<file path="src/rtl/alu_cmd_ctrl.sv">
// -----------------------------------------------------------------------------
// alu_cmd_ctrl
//   Command sequencer wrapped around a registered ALU. It parses byte frames
//   arriving from the UART receiver, loads operands and the function code into
//   the ALU and fires a one-cycle ALU_EN. It then captures the double-width
//   result on ALU_OUT_VALID and returns it to the UART transmitter as two bytes,
//   low byte first, over a valid/ready handshake.
//
//   Frames: CMD_OPER, A, B, FUN     -> load A, B and FUN, then execute
//           CMD_FUN_ONLY, FUN       -> reuse the held A and B, then execute
//
// Ports
//   CLK, RST        clock; asynchronous active-low reset
//   RX_DATA/RX_VALID  received byte plus a one-cycle strobe
//   ALU_A/B/FUN     held operands and function code driven to the ALU
//   ALU_EN          one-cycle execute pulse per operation
//   ALU_OUT/ALU_OUT_VALID  ALU result and its valid flag
//   TX_DATA/TX_VALID/TX_READY  outgoing result bytes (valid/ready handshake)
//   BUSY            high whenever the sequencer is not in IDLE
//   RX_DROP         one-cycle pulse, the cycle after an RX byte is discarded
//                   while the sequencer executes or transmits
//   FRAME_ERR       one-cycle pulse when a partial frame is aborted by timeout
//
// Optional feature
//   CMD_TIMEOUT_EN  when defined, a frame that stalls for TIMEOUT_CYCLES idle
//                   cycles in GET_A/GET_B/GET_FUN is abandoned. When undefined,
//                   the GET states wait indefinitely and FRAME_ERR is tied low.
// -----------------------------------------------------------------------------
module alu_cmd_ctrl #(
    parameter int          DATA_WIDTH     = 8,
    parameter int          FUNC_WIDTH     = 4,
    parameter logic [7:0]  CMD_OPER       = 8'hCC,
    parameter logic [7:0]  CMD_FUN_ONLY   = 8'hDD,
    parameter int          TIMEOUT_CYCLES = 1024
) (
    input  logic                      CLK,
    input  logic                      RST,
    input  logic [DATA_WIDTH-1:0]     RX_DATA,
    input  logic                      RX_VALID,
    output logic [DATA_WIDTH-1:0]     ALU_A,
    output logic [DATA_WIDTH-1:0]     ALU_B,
    output logic [FUNC_WIDTH-1:0]     ALU_FUN,
    output logic                      ALU_EN,
    input  logic [2*DATA_WIDTH-1:0]   ALU_OUT,
    input  logic                      ALU_OUT_VALID,
    output logic [DATA_WIDTH-1:0]     TX_DATA,
    output logic                      TX_VALID,
    input  logic                      TX_READY,
    output logic                      BUSY,
    output logic                      RX_DROP,
    output logic                      FRAME_ERR
);

    typedef enum logic [2:0] {
        S_IDLE, S_GET_A, S_GET_B, S_GET_FUN,
        S_ALU_GO, S_ALU_WAIT, S_TX_LO, S_TX_HI
    } state_t;

    state_t                    state_reg, state_next;
    logic [DATA_WIDTH-1:0]     alu_a_reg, alu_b_reg;
    logic [FUNC_WIDTH-1:0]     alu_fun_reg;
    logic [2*DATA_WIDTH-1:0]   result_reg;
    logic                      rx_drop_reg;
    logic                      in_get;      // collecting frame bytes
    logic                      in_exec;     // executing or transmitting
    logic                      timeout_hit;
    logic [DATA_WIDTH-1:0]     cmd_oper_w, cmd_fun_only_w;

    // Command constants resized to the RX byte width.
    assign cmd_oper_w     = DATA_WIDTH'(CMD_OPER);
    assign cmd_fun_only_w = DATA_WIDTH'(CMD_FUN_ONLY);

    assign in_get  = (state_reg == S_GET_A) || (state_reg == S_GET_B) ||
                     (state_reg == S_GET_FUN);
    assign in_exec = (state_reg == S_ALU_GO) || (state_reg == S_ALU_WAIT) ||
                     (state_reg == S_TX_LO)  || (state_reg == S_TX_HI);

`ifdef CMD_TIMEOUT_EN
    localparam int CNT_W = $clog2(TIMEOUT_CYCLES + 1);

    logic [CNT_W-1:0] to_cnt_reg;
    logic             frame_err_reg;

    // Counts consecutive idle cycles inside a frame. It is zero on entry to
    // GET_A/GET_FUN (it is held at zero outside the GET states) and restarts
    // on every accepted byte. A byte arriving in the expiry cycle takes
    // priority over the timeout.
    assign timeout_hit = in_get && !RX_VALID &&
                         (to_cnt_reg == CNT_W'(TIMEOUT_CYCLES - 1));

    always_ff @(posedge CLK or negedge RST) begin
        if (!RST) begin
            to_cnt_reg    <= '0;
            frame_err_reg <= 1'b0;
        end else begin
            if (in_get && !RX_VALID && !timeout_hit)
                to_cnt_reg <= to_cnt_reg + CNT_W'(1);
            else
                to_cnt_reg <= '0;
            frame_err_reg <= timeout_hit;
        end
    end

    assign FRAME_ERR = frame_err_reg;
`else
    assign timeout_hit = 1'b0;
    assign FRAME_ERR   = 1'b0;
`endif

    // State and datapath registers
    always_ff @(posedge CLK or negedge RST) begin
        if (!RST) begin
            state_reg   <= S_IDLE;
            alu_a_reg   <= '0;
            alu_b_reg   <= '0;
            alu_fun_reg <= '0;
            result_reg  <= '0;
            rx_drop_reg <= 1'b0;
        end else begin
            state_reg <= state_next;
            if (state_reg == S_GET_A && RX_VALID)
                alu_a_reg <= RX_DATA;
            if (state_reg == S_GET_B && RX_VALID)
                alu_b_reg <= RX_DATA;
            if (state_reg == S_GET_FUN && RX_VALID)
                alu_fun_reg <= RX_DATA[FUNC_WIDTH-1:0];
            if (state_reg == S_ALU_WAIT && ALU_OUT_VALID)
                result_reg <= ALU_OUT;
            // Bytes arriving after the frame is complete are discarded.
            rx_drop_reg <= RX_VALID && in_exec;
        end
    end

    // Next-state logic
    always_comb begin
        state_next = state_reg;
        case (state_reg)
            S_IDLE: begin
                if (RX_VALID && RX_DATA == cmd_oper_w)
                    state_next = S_GET_A;
                else if (RX_VALID && RX_DATA == cmd_fun_only_w)
                    state_next = S_GET_FUN;
            end
            S_GET_A: begin
                if (RX_VALID)         state_next = S_GET_B;
                else if (timeout_hit) state_next = S_IDLE;
            end
            S_GET_B: begin
                if (RX_VALID)         state_next = S_GET_FUN;
                else if (timeout_hit) state_next = S_IDLE;
            end
            S_GET_FUN: begin
                if (RX_VALID)         state_next = S_ALU_GO;
                else if (timeout_hit) state_next = S_IDLE;
            end
            S_ALU_GO:   state_next = S_ALU_WAIT;
            S_ALU_WAIT: if (ALU_OUT_VALID) state_next = S_TX_LO;
            S_TX_LO:    if (TX_READY)      state_next = S_TX_HI;
            S_TX_HI:    if (TX_READY)      state_next = S_IDLE;
            default:    state_next = S_IDLE;
        endcase
    end

    // Output logic: every handshake output is decoded from the state alone,
    // so TX_DATA/TX_VALID cannot change while waiting for TX_READY.
    always_comb begin
        ALU_EN   = 1'b0;
        TX_VALID = 1'b0;
        TX_DATA  = '0;
        case (state_reg)
            S_ALU_GO: ALU_EN = 1'b1;
            S_TX_LO: begin
                TX_VALID = 1'b1;
                TX_DATA  = result_reg[DATA_WIDTH-1:0];
            end
            S_TX_HI: begin
                TX_VALID = 1'b1;
                TX_DATA  = result_reg[2*DATA_WIDTH-1:DATA_WIDTH];
            end
            default: ;
        endcase
    end

    assign BUSY    = (state_reg != S_IDLE);
    assign RX_DROP = rx_drop_reg;
    assign ALU_A   = alu_a_reg;
    assign ALU_B   = alu_b_reg;
    assign ALU_FUN = alu_fun_reg;

endmodule
</file>
<file path="config.mk">
export PLATFORM = sky130hd
export DESIGN_NAME = alu_cmd_ctrl
export DESIGN_NICKNAME = d
export VERILOG_FILES = /design/src/rtl/alu_cmd_ctrl.sv
export SDC_FILE = /design/constraint.sdc
export NUM_CORES = 1
export LEC_CHECK = 0
export CORE_ASPECT_RATIO = 0.7
export CORE_UTILIZATION = 27
export DETAILED_ROUTE_END_ITERATION = 10
export GPL_TIMING_DRIVEN = 0
export HOLD_SLACK_MARGIN = 0.08
export PLACE_DENSITY = 0.48
export RECOVER_POWER = 25
export SKIP_LAST_GASP = 1
export SLEW_MARGIN = 20
export SYNTH_ARGS = -nofsm -noshare
export SYNTH_HDL_FRONTEND = slang
export SYNTH_SLANG_ARGS = --single-unit
</file>
<file path="constraint.sdc">
create_clock -name CLK -period 3.4 [get_ports CLK]
set_clock_uncertainty 0.05 [all_clocks]
set_input_delay 0.68 -clock CLK [delete_from_list [all_inputs] [get_ports CLK]]
set_output_delay 0.68 -clock CLK [all_outputs]
set_load 0.02 [all_outputs]
</file>
Yosys cells after proc, flatten, opt, wreduce, memory -nomap -nowiden
Cells that the tools add are included.
{"block": "totals", "reg_bits": 40, "in_bits": 29, "output_inout_bits": 33}
{"block": "op_classes", "eq_ne": 16, "muxes": 12, "n_reduce_logical": 14}
{"cell": "$mux W3", "n": 8}
{"cell": "$pmux W3 S8", "n": 1}
{"cell": "$eq A8 B8 Y1 const B", "n": 2}
{"cell": "$pmux W8 S2", "n": 1}
{"cell": "$eq A3 B3 Y1 const B", "n": 4}
{"cell": "$ne A2 B2 Y1 const B", "n": 6}
{"cell": "$logic_and A1 B1 Y1", "n": 7}
{"cell": "$reduce_and A7 Y1", "n": 1}
{"cell": "$eq A3 B2 Y1 const B", "n": 2}
{"cell": "$eq A3 B1 Y1 const B", "n": 1}
{"cell": "$logic_not A3 Y1", "n": 1}
{"cell": "$logic_or A1 B1 Y1", "n": 3}
{"cell": "$ne A3 B3 Y1 const B", "n": 1}
{"cell": "$reduce_bool A3 Y1", "n": 1}
{"cell": "$mux W1", "n": 2}
{"cell": "$reduce_or A2 Y1", "n": 1}

Longest topological paths before layout
Gate-level depths: netlist of run 1.
{"block": "depth", "ltp_word": 5, "depth_mapped": 6}

Worst setup path after synthesis of run 1
Ideal clock, no wire load.
{"block": "synth_path", "kind": "register to output", "from": "reg state_reg[0]", "to": "out ALU_EN", "arrival_ns": 1.199, "required_time_ns": 2.670, "slack_ns": 1.471, "stages_incl_launch_ff": 4, "cell_sequence": "dfrtp_1 > buf_2 > buf_2 > nor3_1"}
{"block": "synth_via", "elab_chain_len": 2}
{"item": "start: declaration", "line": "59", "source": "state_t state_reg, state_next;"}
{"item": "start signal: assignment", "line": "120", "source": "state_reg <= state_next;"}
{"item": "$eq A3 B3 Y1", "line": "170", "source": "case (state_reg)"}
{"item": "$mux W1", "line": "170"}
{"item": "end: declaration", "line": "43", "source": "output logic ALU_EN,"}
Every way passes these cells.

Worst setup path in the final report of run 1
{"block": "layout_path", "from": "reg state_reg[0]", "to": "out TX_DATA[2]"}
{"block": "layout_via", "elab_chain_len": 2, "elab_cells_between_ends": 3, "cone_classes": "eq/ne: 2; mux: 1"}
{"item": "$eq A3 B3 Y1", "line": "170"}
{"item": "$pmux W8 S2 *", "line": "170"}
{"item": "end: declaration", "line": "46", "source": "output logic [DATA_WIDTH-1:0] TX_DATA,"}
Mark *: on every way between the ends. The rest lies on a longest branch, timed or not.

==> impl_summary.md, run 1 <==
Power
The power spent charging and discharging nets is 874 uW. The leakage power summed over all cells is 1.10 nW. The power share of the clock group is 0.128. The power density over cell area is 914 mW/mm2.

Across the VDD grid, the largest voltage drop is 0.000340 V. The sequential fraction of design power is 0.353. The internal cell power is 1.51 mW. The share of total power dissipated in combinational logic is 0.518. Of the total power, the share spent switching nets is 0.367.

Clock tree
No sink is reached through more buffers than the 2 on the longest clock path. The root buffer selected by CTS is sky130_fd_sc_hd__clkbuf_8. The clock drives 40 sinks.

The maximum level of the CTS H-tree is 2. The number of buffers added for setup after CTS is 0. In this run, post-CTS repair resized a total of 0 instances. Counting the buffers created by CTS gives 5. TritonCTS built the clock tree. The register clock-pin slew on the reported worst setup and hold paths is 80 ps. For this design, the CTS-stage hold fixing added 0 buffers.

The source-to-sink clock delay at the later pin of the worst-skew pair is 290 ps.

STA
The final count of pins violating max slew is 0. The worst hold slack after final layout is 371 ps. The period utilization is 0.818. The headroom to the max-slew limit is 0.0694. In the final timing run, aggregate negative setup slack is 0 ps. Setup slack on the critical path of the routed design comes to 620 ps. Setup repair after global routing left no endpoint under its margin. The post-route minimum period is 2780 ps. The count of endpoints failing hold in the final timing report is 0.

The highest clock frequency the design can meet is 360 MHz. The setup violation total in the final timing report is 0. For the pin with the worst max-slew slack, the measured transition is 1400 ps.

Floorplanning
For this design the top-level I/O count stands at 62. In this run the core area contains 24 standard-cell rows. In this run the vertical extent of the chip is 70.6 um. The die span in x is 99.9 um. The die covers 0.00705 mm2. The effective utilization at floorplan is 0.285.

After floorplanning, the core was sized to cover 0.00637 mm2.

Route
The detailed-route wire length per cell is 14.5 um. The detailed-router iteration count before antenna repair is 4. For this block, the initial DRC count from the detailed router was 17.

Using the TritonRoute via totals, the vias-per-cell ratio works out to 4.34. The total length of routed wires is 4.22 mm. The DRC violation count after routing is 0. The final route contains 1263 vias. The number of nets with antenna violations after detailed routing is 0.

Place
The minimum setup slack after placement is 931 ps. The final estimated routing congestion in global placement is 0.826. Buffers placed on the I/O ports in this run total 60. The placed instances occupy a cell area of 0.00254 mm2. The HPWL after detailed placement is 3.25 mm.

Setup path
The category of cells accounting for the largest share of critical-path delay is buffers and inverters. The capturing point of the worst reg2reg path is ALU_B[4]. The signal on the critical path passes through buf_2 -> buf_2 -> mux2i_1 -> nor2_1 -> clkdlybuf4s50_1. On the critical path, the stage with the largest delay is an instance of sky130_fd_sc_hd__clkdlybuf4s50_1. Data arrives at the worst endpoint at 2050 ps. STA classifies the critical path endpoint as a primary output. Along the worst path, the maximum fanout reaches 10. Data on the critical path is required at its endpoint by 2670 ps. The cell repeated most along the worst path is sky130_fd_sc_hd__buf_2. The logic depth of the worst register-to-register path is 3. The element type at the critical path start is a flip-flop. The startpoint identified for the worst register-to-register timing path is state_reg[0]. The number of buffers and inverters on the critical path is 3. The critical path class is reg2out. The largest single stage delay on the critical path is 620 ps.

In this run the register-to-register setup slack is 1790 ps.

Layout
The count of antenna diodes in the layout is 0. The register with the most flip-flops in the layout has 16 of them. The library cells used most frequently in the layout, excluding fill and tap cells, are 59 x sky130_fd_sc_hd__clkdlybuf4s50_1, 40 x sky130_fd_sc_hd__dfrtp_1, 33 x sky130_fd_sc_hd__mux2_2, 10 x sky130_fd_sc_hd__nor2_1, 8 x sky130_fd_sc_hd__mux2i_1. Relative to the synthesized area, the layout overhead comes to 43.8%.

The most frequent standard cell in the layout excluding fill and tap cells is sky130_fd_sc_hd__clkdlybuf4s50_1. The filler cell count is 638. The net count reported at finish is 229. The register area is 0.00100 mm2.

The proportion of layout cells with a drive suffix above 1 is 0.275. The multi-input combinational cells in the finished layout cover a total of 752 um2. The final standard cell area without fillers is 0.00261 mm2.

Logic synthesis
The flip-flop and latch count after synthesis is 40. The number of warning messages in the yosys log is 0. The cell type with the largest total area after synthesis is sky130_fd_sc_hd__dfrtp_1. By area the synthesized netlist is led by sky130_fd_sc_hd__dfrtp_1 55%, sky130_fd_sc_hd__mux2_2 20%, sky130_fd_sc_hd__mux2i_1 4.4%. The net count of the mapped netlist is 161.

The average instance in the mapped netlist occupies 13.7 um2. The number of cells produced by synthesis is 132. The area fraction of the dominant cell type after synthesis is 0.552.

The area of the mapped netlist is 0.00181 mm2. Synthesis instantiated 32 different standard cells from the library. The post-synthesis sequential area ratio is 0.552.

Global routing
The global-route wire length before repair is 6.90 mm. The initial antenna violation count is 0. The total overflow left after global routing is 0. The total global-route track usage is 0.128. The via count of the first global-routing pass is 1407.

The largest net degree at the start of global routing is 27.

Job
Max-cap violations in this run came to 0.

Run status
The flow ran to the end, and the final reports show no timing, DRC or antenna violations.

Hold path
The kind of path behind the tightest hold check is in2async.
## synthesized netlist by cell type
cell and n:
sky130_fd_sc_hd__a21oi_1 1, sky130_fd_sc_hd__a22o_1 1, sky130_fd_sc_hd__and2_1 1, sky130_fd_sc_hd__and3_1 2, sky130_fd_sc_hd__buf_2 4, sky130_fd_sc_hd__buf_4 1, sky130_fd_sc_hd__buf_6 2, sky130_fd_sc_hd__conb_1 1
sky130_fd_sc_hd__dfrtp_1 40, sky130_fd_sc_hd__inv_1 1, sky130_fd_sc_hd__inv_4 1, sky130_fd_sc_hd__mux2_2 33, sky130_fd_sc_hd__mux2_4 3, sky130_fd_sc_hd__mux2i_1 8, sky130_fd_sc_hd__nand2_1 3, sky130_fd_sc_hd__nand2b_2 1
sky130_fd_sc_hd__nand3_4 1, sky130_fd_sc_hd__nand3b_1 1, sky130_fd_sc_hd__nand4_1 1, sky130_fd_sc_hd__nand4b_1 1, sky130_fd_sc_hd__nor2_1 10, sky130_fd_sc_hd__nor2_4 1, sky130_fd_sc_hd__nor3_1 1, sky130_fd_sc_hd__nor3b_4 1
sky130_fd_sc_hd__nor4_1 1, sky130_fd_sc_hd__nor4bb_1 1, sky130_fd_sc_hd__o211a_1 2, sky130_fd_sc_hd__o21ai_0 4, sky130_fd_sc_hd__o22ai_1 1, sky130_fd_sc_hd__o311ai_0 1, sky130_fd_sc_hd__or3_1 1, sky130_fd_sc_hd__xor2_1 1
## power groups by stage
stage | combinational [mW] | clock [mW] | sequential, mW
after floorplan | 0.599 | 0 | 0.980
after global placement | 1.23 | 0 | 0.838
after detailed placement | 1.25 | 0 | 0.850
after CTS | 1.26 | 0.318 | 0.844
after global routing | 1.33 | 0.341 | 0.873
final | 1.23 | 0.306 | 0.841
## how the worst max path moves through the flow
stage,from,to,slack [ps],cells past startpoint
finish,state_reg[0],TX_DATA[2],620,5
global route,state_reg[0],TX_DATA[6],470,5
CTS,state_reg[0],TX_DATA[2],610,5
detailed placement,state_reg[0],TX_DATA[2],930,5
global placement,RST,result_reg[15],630,1
floorplan,state_reg[0],ALU_EN,1470,3
## per-layer routing
metal,wire [um],track usage,up-vias
li1,-,-,605
met1,1970,0.167,628
met2,2070,0.217,25
met3,122,0.0257,5
met4,52,0.0392,0
met5,0,0,-
## worst register-to-register path, cell delays in order, from the launching register on
cell	delay [ps]
sky130_fd_sc_hd__dfrtp_1	390
sky130_fd_sc_hd__nand2b_2	210
sky130_fd_sc_hd__nor3b_4	460
sky130_fd_sc_hd__mux2_2	390
## layout make-up
type,instances,share of cell area
multi-input combinational,83,0.289
clock buffer,5,0.0264
sequential,40,0.384
timing repair buffer,61,0.229
tap,91,0.0437
clock inverter,2,0.00480
buffer,7,0.0192
inverter,2,0.00384
## per-stage QoR
step | total power [mW] | utilization | instances
after CTS | 2.42 | 0.412 | 291
final | 2.38 | 0.409 | 291
after global routing | 2.54 | 0.409 | 291
after floorplan | 1.58 | - | 132
after global placement | 2.07 | 0.397 | 283
after detailed placement | 2.10 | 0.399 | 284
## logic make-up after synthesis
logic type             count (synthesis)  share of synthesized area
other                                  1                    0.00207
AND/OR/NAND/NOR                       27                     0.0959
XOR/XNOR                               1                    0.00483
flip-flops                            40                      0.552
multiplexers                          44                      0.274
buffers and inverters                  9                     0.0331
AO/OA/AOI/OAI                         10                     0.0380
Power figures use the tool's default switching activity.
==> run 2: changes to the inputs <==
Clock period 3.4 ns to 2.7 ns, I/O delays scaled along.
==> impl_summary.md, run 2 (same netlist as run 1, synthesis figures left out) <==
Layout
0 antenna diodes ended up in the layout. The register with the most flip-flops in the layout has 16 of them. The proportion of layout cells with a drive suffix above 1 is 0.280.

The top cell types in the final layout, fill and taps aside, are 59 x sky130_fd_sc_hd__clkdlybuf4s50_1, 40 x sky130_fd_sc_hd__dfrtp_1, 33 x sky130_fd_sc_hd__mux2_2, 10 x sky130_fd_sc_hd__nor2_1, 8 x sky130_fd_sc_hd__mux2i_1. The final layout contains 229 nets. The most frequent standard cell in the layout excluding fill and tap cells is sky130_fd_sc_hd__clkdlybuf4s50_1. The area growth from synthesis to layout is 44.0%.

Floorplanning
The count of pins on the block boundary is 62. In this run the horizontal extent of the chip is 99.9 um. The effective utilization at floorplan is 0.285. The floorplan row count is 24.

The die is 70.6 um tall. The floorplan step defined a die boundary enclosing 0.00705 mm2. The region available for standard cell placement spans 0.00637 mm2.

Clock tree
Post-CTS repair changed the size of 0 cells. The CTS tree is yes. The register clock-pin slew on the reported worst setup and hold paths is 80 ps. Post-CTS timing repair inserted 0 buffers for setup. The root buffer cell chosen for the clock tree is sky130_fd_sc_hd__clkbuf_8. The clock tree buffer depth is 2. The quantity of hold-fixing buffers added after cts is 0. The clock reaches the later pin of the worst-skew pair after 290 ps. The CTS buffer count is 5. The clock net sink count is 40. The H-tree generated during clock tree synthesis spans 2 levels.

Hold path
The min-delay analysis places its worst path in the category in2async.

STA
Setup violations remaining at the end of the flow were counted as 0. The period utilization is 0.940. The worst path needs 2540 ps of the cycle, external delays included. The highest clock frequency the design can meet is 394 MHz. Setup repair after global routing left no endpoint under its margin. The slew of the pin with the lowest slew margin is 1400 ps. The headroom to the max-slew limit is 0.0661. The count of endpoints failing hold in the final timing report is 0.

The final count of pins violating max slew came to 0. Setup total negative slack on the finished layout was measured at 0 ps.

Route
The detailed-router iteration count before antenna repair is 4. For this run, design rule violations remaining after detail routing come to 0. The detailed router finished its first iteration with 18 violations. The final route contains 1270 vias. In the final routed layout, each cell accounts on average for 14.5 um. Dividing the detail-routed via count by the number of cells gives 4.36.

In this run the remaining antenna-violating nets after routing total 0. The final layout contains routed wiring with a total length of 4.23 mm.

Setup path
The type of element capturing the critical path is a primary output. For this design, the slowest cell found on the critical path is sky130_fd_sc_hd__clkdlybuf4s50_1. Traced cell by cell, the critical path runs through buf_2 -> buf_4 -> mux2i_1 -> nor2_1 -> clkdlybuf4s50_1. Data on the critical path arrives at its endpoint at 1950 ps.

By startpoint and endpoint, the worst setup path is classified as reg2out. The buffering stage count on the worst path with inverters included is 3. The element type at the critical path start is a flip-flop. The largest incremental delay on the critical path is 540 ps. STA puts the critical path data required time at 2110 ps. The category of cells accounting for the largest share of critical-path delay is buffers and inverters. In this run the worst path has a maximum fanout of 10.

Power
The total power after layout is 3.01 mW. In this run the power density over the cells is 1150 mW/mm2. The worst IR drop on VDD is 0.000429 V. The leakage power summed over all cells is 1.10 nW.

Run status
The run finished with clean final reports.

Global routing
Entering global routing, the biggest net connects 27 pins. The overflow left after global routing is 0. In the global route stage, overall resource usage came out at 0.128. The initial antenna violation count is 0. The via count of the first global-routing pass is 1407. The first global-routing pass estimated 6.90 mm of wire.

Place
Buffers placed on the I/O ports in this run total 60. The congestion estimate from routability-driven global placement came to 0.826. Detailed placement ended at an HPWL of 3.25 mm.

Job
The tool flagged a number of max-cap violations equal to 0.
[run 2: final timing paths]
path	from	end	slack, ps	depth (start not counted)
setup / recovery	state_reg[0]	TX_DATA[2]	160	5
hold / removal	RST	ALU_A[3]	230	1
setup reg to reg	state_reg[0]	ALU_B[4]	1090	3
hold reg to reg	ALU_FUN[2]	ALU_FUN[2]	460	1
max in group asynchronous	RST	result_reg[14]	630	2
min in group CLK	ALU_FUN[2]	ALU_FUN[2]	460	1
[run 2: worst register-to-register path, stage by stage (launching register included)]
cell,delay [ps]
sky130_fd_sc_hd__dfrtp_1,390
sky130_fd_sc_hd__nand2b_2,210
sky130_fd_sc_hd__nor3b_4,460
sky130_fd_sc_hd__mux2_2,390
[run 2: stage by stage]
step / hold WS (ps) / area (um2) / setup slack [ps] / util / cells
after floorplan: 194 / 1810 / 911 / - / 132
after global placement: 438 / 2530 / 67.2 / 0.397 / 283
after detailed placement: 423 / 2540 / 371 / 0.399 / 284
after CTS: 97.3 / 2620 / 46.0 / 0.412 / 291
after global routing: 301 / 2610 / 41.0 / 0.410 / 291
final: 230 / 2610 / 162 / 0.410 / 291
[run 2: final cells by class]
cell class                      instances  area, um2
Inverter                                2       10.0
Fill cell                             640       3750
Clock inverter                          2       12.5
Timing Repair Buffer                   61        598
Sequential cell                        40       1000
Buffer                                  7       52.6
Tap cell                               91        114
Clock buffer                            5       68.8
Multi-Input combinational cell         83        754
[run 2: layer usage]
metal,routed length [um],global-route usage,share of wire
met1,1970,0.167,0.47
met2,2070,0.217,0.49
met3,134,0.0257,0.032
met4,53,0.0392,0.013
met5,0,0,0
[run 2: report_power, final]
group	internal (mW)	switching, mW
Sequential	0.899	0.160
Clock	0.175	0.210
Combinational	0.830	0.735
Total	1.90	1.10
==> run 3: changes to the inputs <==
Settings changed: HOLD_SLACK_MARGIN 0.08 to not set, PLACE_DENSITY 0.48 to not set, SLEW_MARGIN 20 to not set.
==> impl_summary.md, run 3 (same netlist as run 1, synthesis figures left out) <==
Setup path
The capturing point of the worst reg2reg path is ALU_B[3]. The critical path class is reg2out. The type of element capturing the critical path is a primary output. The source of the worst register-to-register timing path is state_reg[0]. Of all nets on the critical path, the largest fanout is 10. For flop-to-flop paths, the worst setup slack is 1090 ps. The worst path required time is 2110 ps. The element type at the critical path start is a flip-flop. Data arrives at the worst endpoint at 1930 ps. The logic depth of the worst register-to-register path is 3.

Layout
In the layout the commonest cells are 59 x sky130_fd_sc_hd__clkdlybuf4s50_1, 40 x sky130_fd_sc_hd__dfrtp_1, 33 x sky130_fd_sc_hd__mux2_2, 10 x sky130_fd_sc_hd__nor2_1, 8 x sky130_fd_sc_hd__mux2i_1. The most frequent standard cell in the layout excluding fill and tap cells is sky130_fd_sc_hd__clkdlybuf4s50_1. The area growth from synthesis to layout is 44.7%. The register with the most flip-flops in the layout has 16 of them.

The net count reported at finish is 229. The proportion of layout cells with a drive suffix above 1 is 0.284. Summing all multi-input logic gate instances after layout gives 754 um2.

The number of standard cells in the layout, taps in and fillers out is 292. The count of antenna diodes in the layout is 0. Counting the fill cells in the layout gives 640. Registers take 0.00100 mm2.

Hold path
The kind of path behind the tightest hold check is in2async.

Route
The number of DRC markers after the initial detailed-route iteration is 51. The routed layout has 1277 vias. The total length of routed wires is 4.01 mm. The detailed-route wire length per cell is 13.7 um. Dividing the detail-routed via count by the number of cells gives 4.37. The first detailed-routing pass ran for 4 iterations. The count of nets left with antenna violations once routing finished came out at 0. The DRC violation count after routing is 0.

Clock tree
After clock tree synthesis, the clock-pin slew on the worst setup and hold paths is 80 ps. The CTS tree is yes. The later pin in the worst-skew pair is clocked with a latency of 280 ps.

In this run, CTS created clock tree buffers numbering 5. After clock tree synthesis, the flow added hold-fix buffers numbering 0. The longest clock path from root to sink contains 2 buffers.

The number of cells upsized or downsized after cts is 0. The maximum level of the CTS H-tree is 2. Once the clock tree was built, the setup fixing pass inserted 0 buffers. The root buffer selected by CTS is sky130_fd_sc_hd__clkbuf_8.

The clock net sink count is 40.

Global routing
For met2 alone, demand over resource in global routing was 0.169. Entering global routing, the biggest net connects 23 pins. For this run, global-route usage on met3 was measured as 0.0494. The via count of the first global-routing pass is 1317. In the global route stage, overall resource usage came out at 0.122. The first global-routing pass estimated 6.56 mm of wire. Summed over all layers, the global routing overflow is 0. In this run the most used layer during global routing was met1. For this run, global-route usage on met1 was measured as 0.178. The initial antenna violation count came to 0.

Place
Counting tap cells, the placed design contains a total of 284 instances. During placement, the flow inserted port buffers numbering 60. The wire-length estimate of the detail-placed layout is 2.98 mm. The minimum setup slack after placement is 364 ps. The final estimated routing congestion in global placement is 0.746.

Power
Across the VDD grid, the largest voltage drop is 0.000430 V. Total power for the finished layout comes to 3.02 mW. For this design the ratio of total power to cell area is 1150 mW/mm2. Summed over all cells, the static leakage comes to 1.12 nW.

STA
The setup violation total in the final timing report is 0. The routed design could run at a clock period as short as 2520 ps. The headroom to the max-slew limit is 0.200. The count of endpoints failing hold in the final timing report is 0. For this run, the top clock speed supported by timing is 397 MHz. The worst path meets setup with 178 ps of slack. Setup repair after global routing left no endpoint under its margin. In the finished design, the share of the clock period the worst path needs comes to 0.934. The final count of pins violating max slew is 0.

The slew of the pin with the lowest slew margin is 1200 ps.

Floorplanning
In this run the core area contains 24 standard-cell rows. The die extent in y is 70.6 um. The count of pins on the block boundary is 62. The floorplan step defined a core boundary enclosing 0.00637 mm2.

In this run the horizontal extent of the chip is 99.9 um. The initial utilization of the core area, before any placement, comes to 0.285. The full die area is 0.00705 mm2.

Run status
The run finished with clean final reports.

Job
The tool flagged a number of max-cap violations equal to 0.
## run 3: changes by cell type in the layout (fill, tap and decap cells not counted), sizes merged
cell	delta
clkinv	+1
clkbuf	+1
clkinvlp	-1
## run 3: worst max-delay path by stage
stage,to,from,slack [ps],depth (start not counted)
floorplan,ALU_EN,state_reg[0],910,3
global placement,result_reg[14],RST,-60,1
global route,TX_DATA[3],state_reg[0],5,5
detailed placement,TX_DATA[2],state_reg[0],360,5
CTS,TX_DATA[2],state_reg[1],20,4
finish,TX_DATA[2],state_reg[0],180,5
## run 3: report_power, final
part	internal (mW)	switching, mW
Combinational	0.829	0.719
Clock	0.204	0.212
Sequential	0.899	0.159
Total	1.93	1.09
## run 3: stage by stage
stage	area [um2]	TNS (ps)	util	hold slack, ps
floorplan	1810	0	-	194
global placement	2530	-2360	0.397	439
detailed placement	2550	0	0.401	446
CTS	2640	0	0.415	173
global route	2620	0	0.412	474
finish	2620	0	0.412	375
## run 3: critical path: stages, from the launching register on
cell and delay (ps):
sky130_fd_sc_hd__dfrtp_1 360, sky130_fd_sc_hd__buf_2 220, sky130_fd_sc_hd__buf_4 250, sky130_fd_sc_hd__mux2i_1 90, sky130_fd_sc_hd__nor2_1 100, sky130_fd_sc_hd__clkdlybuf4s50_1 610
## run 3: final cells by class
cell class,count,area share
Buffer,7,0.0200
Clock inverter,2,0.00382
Tap cell,91,0.0434
Sequential cell,40,0.382
Timing Repair Buffer,61,0.228
Multi-Input combinational cell,83,0.288
Clock buffer,6,0.0315
Inverter,2,0.00382
## run 3: layer usage
metal	wire (um)	vias up
li1	-	605
met1	2070	634
met2	1670	36
met3	255	2
met4	17	0
met5	0	-
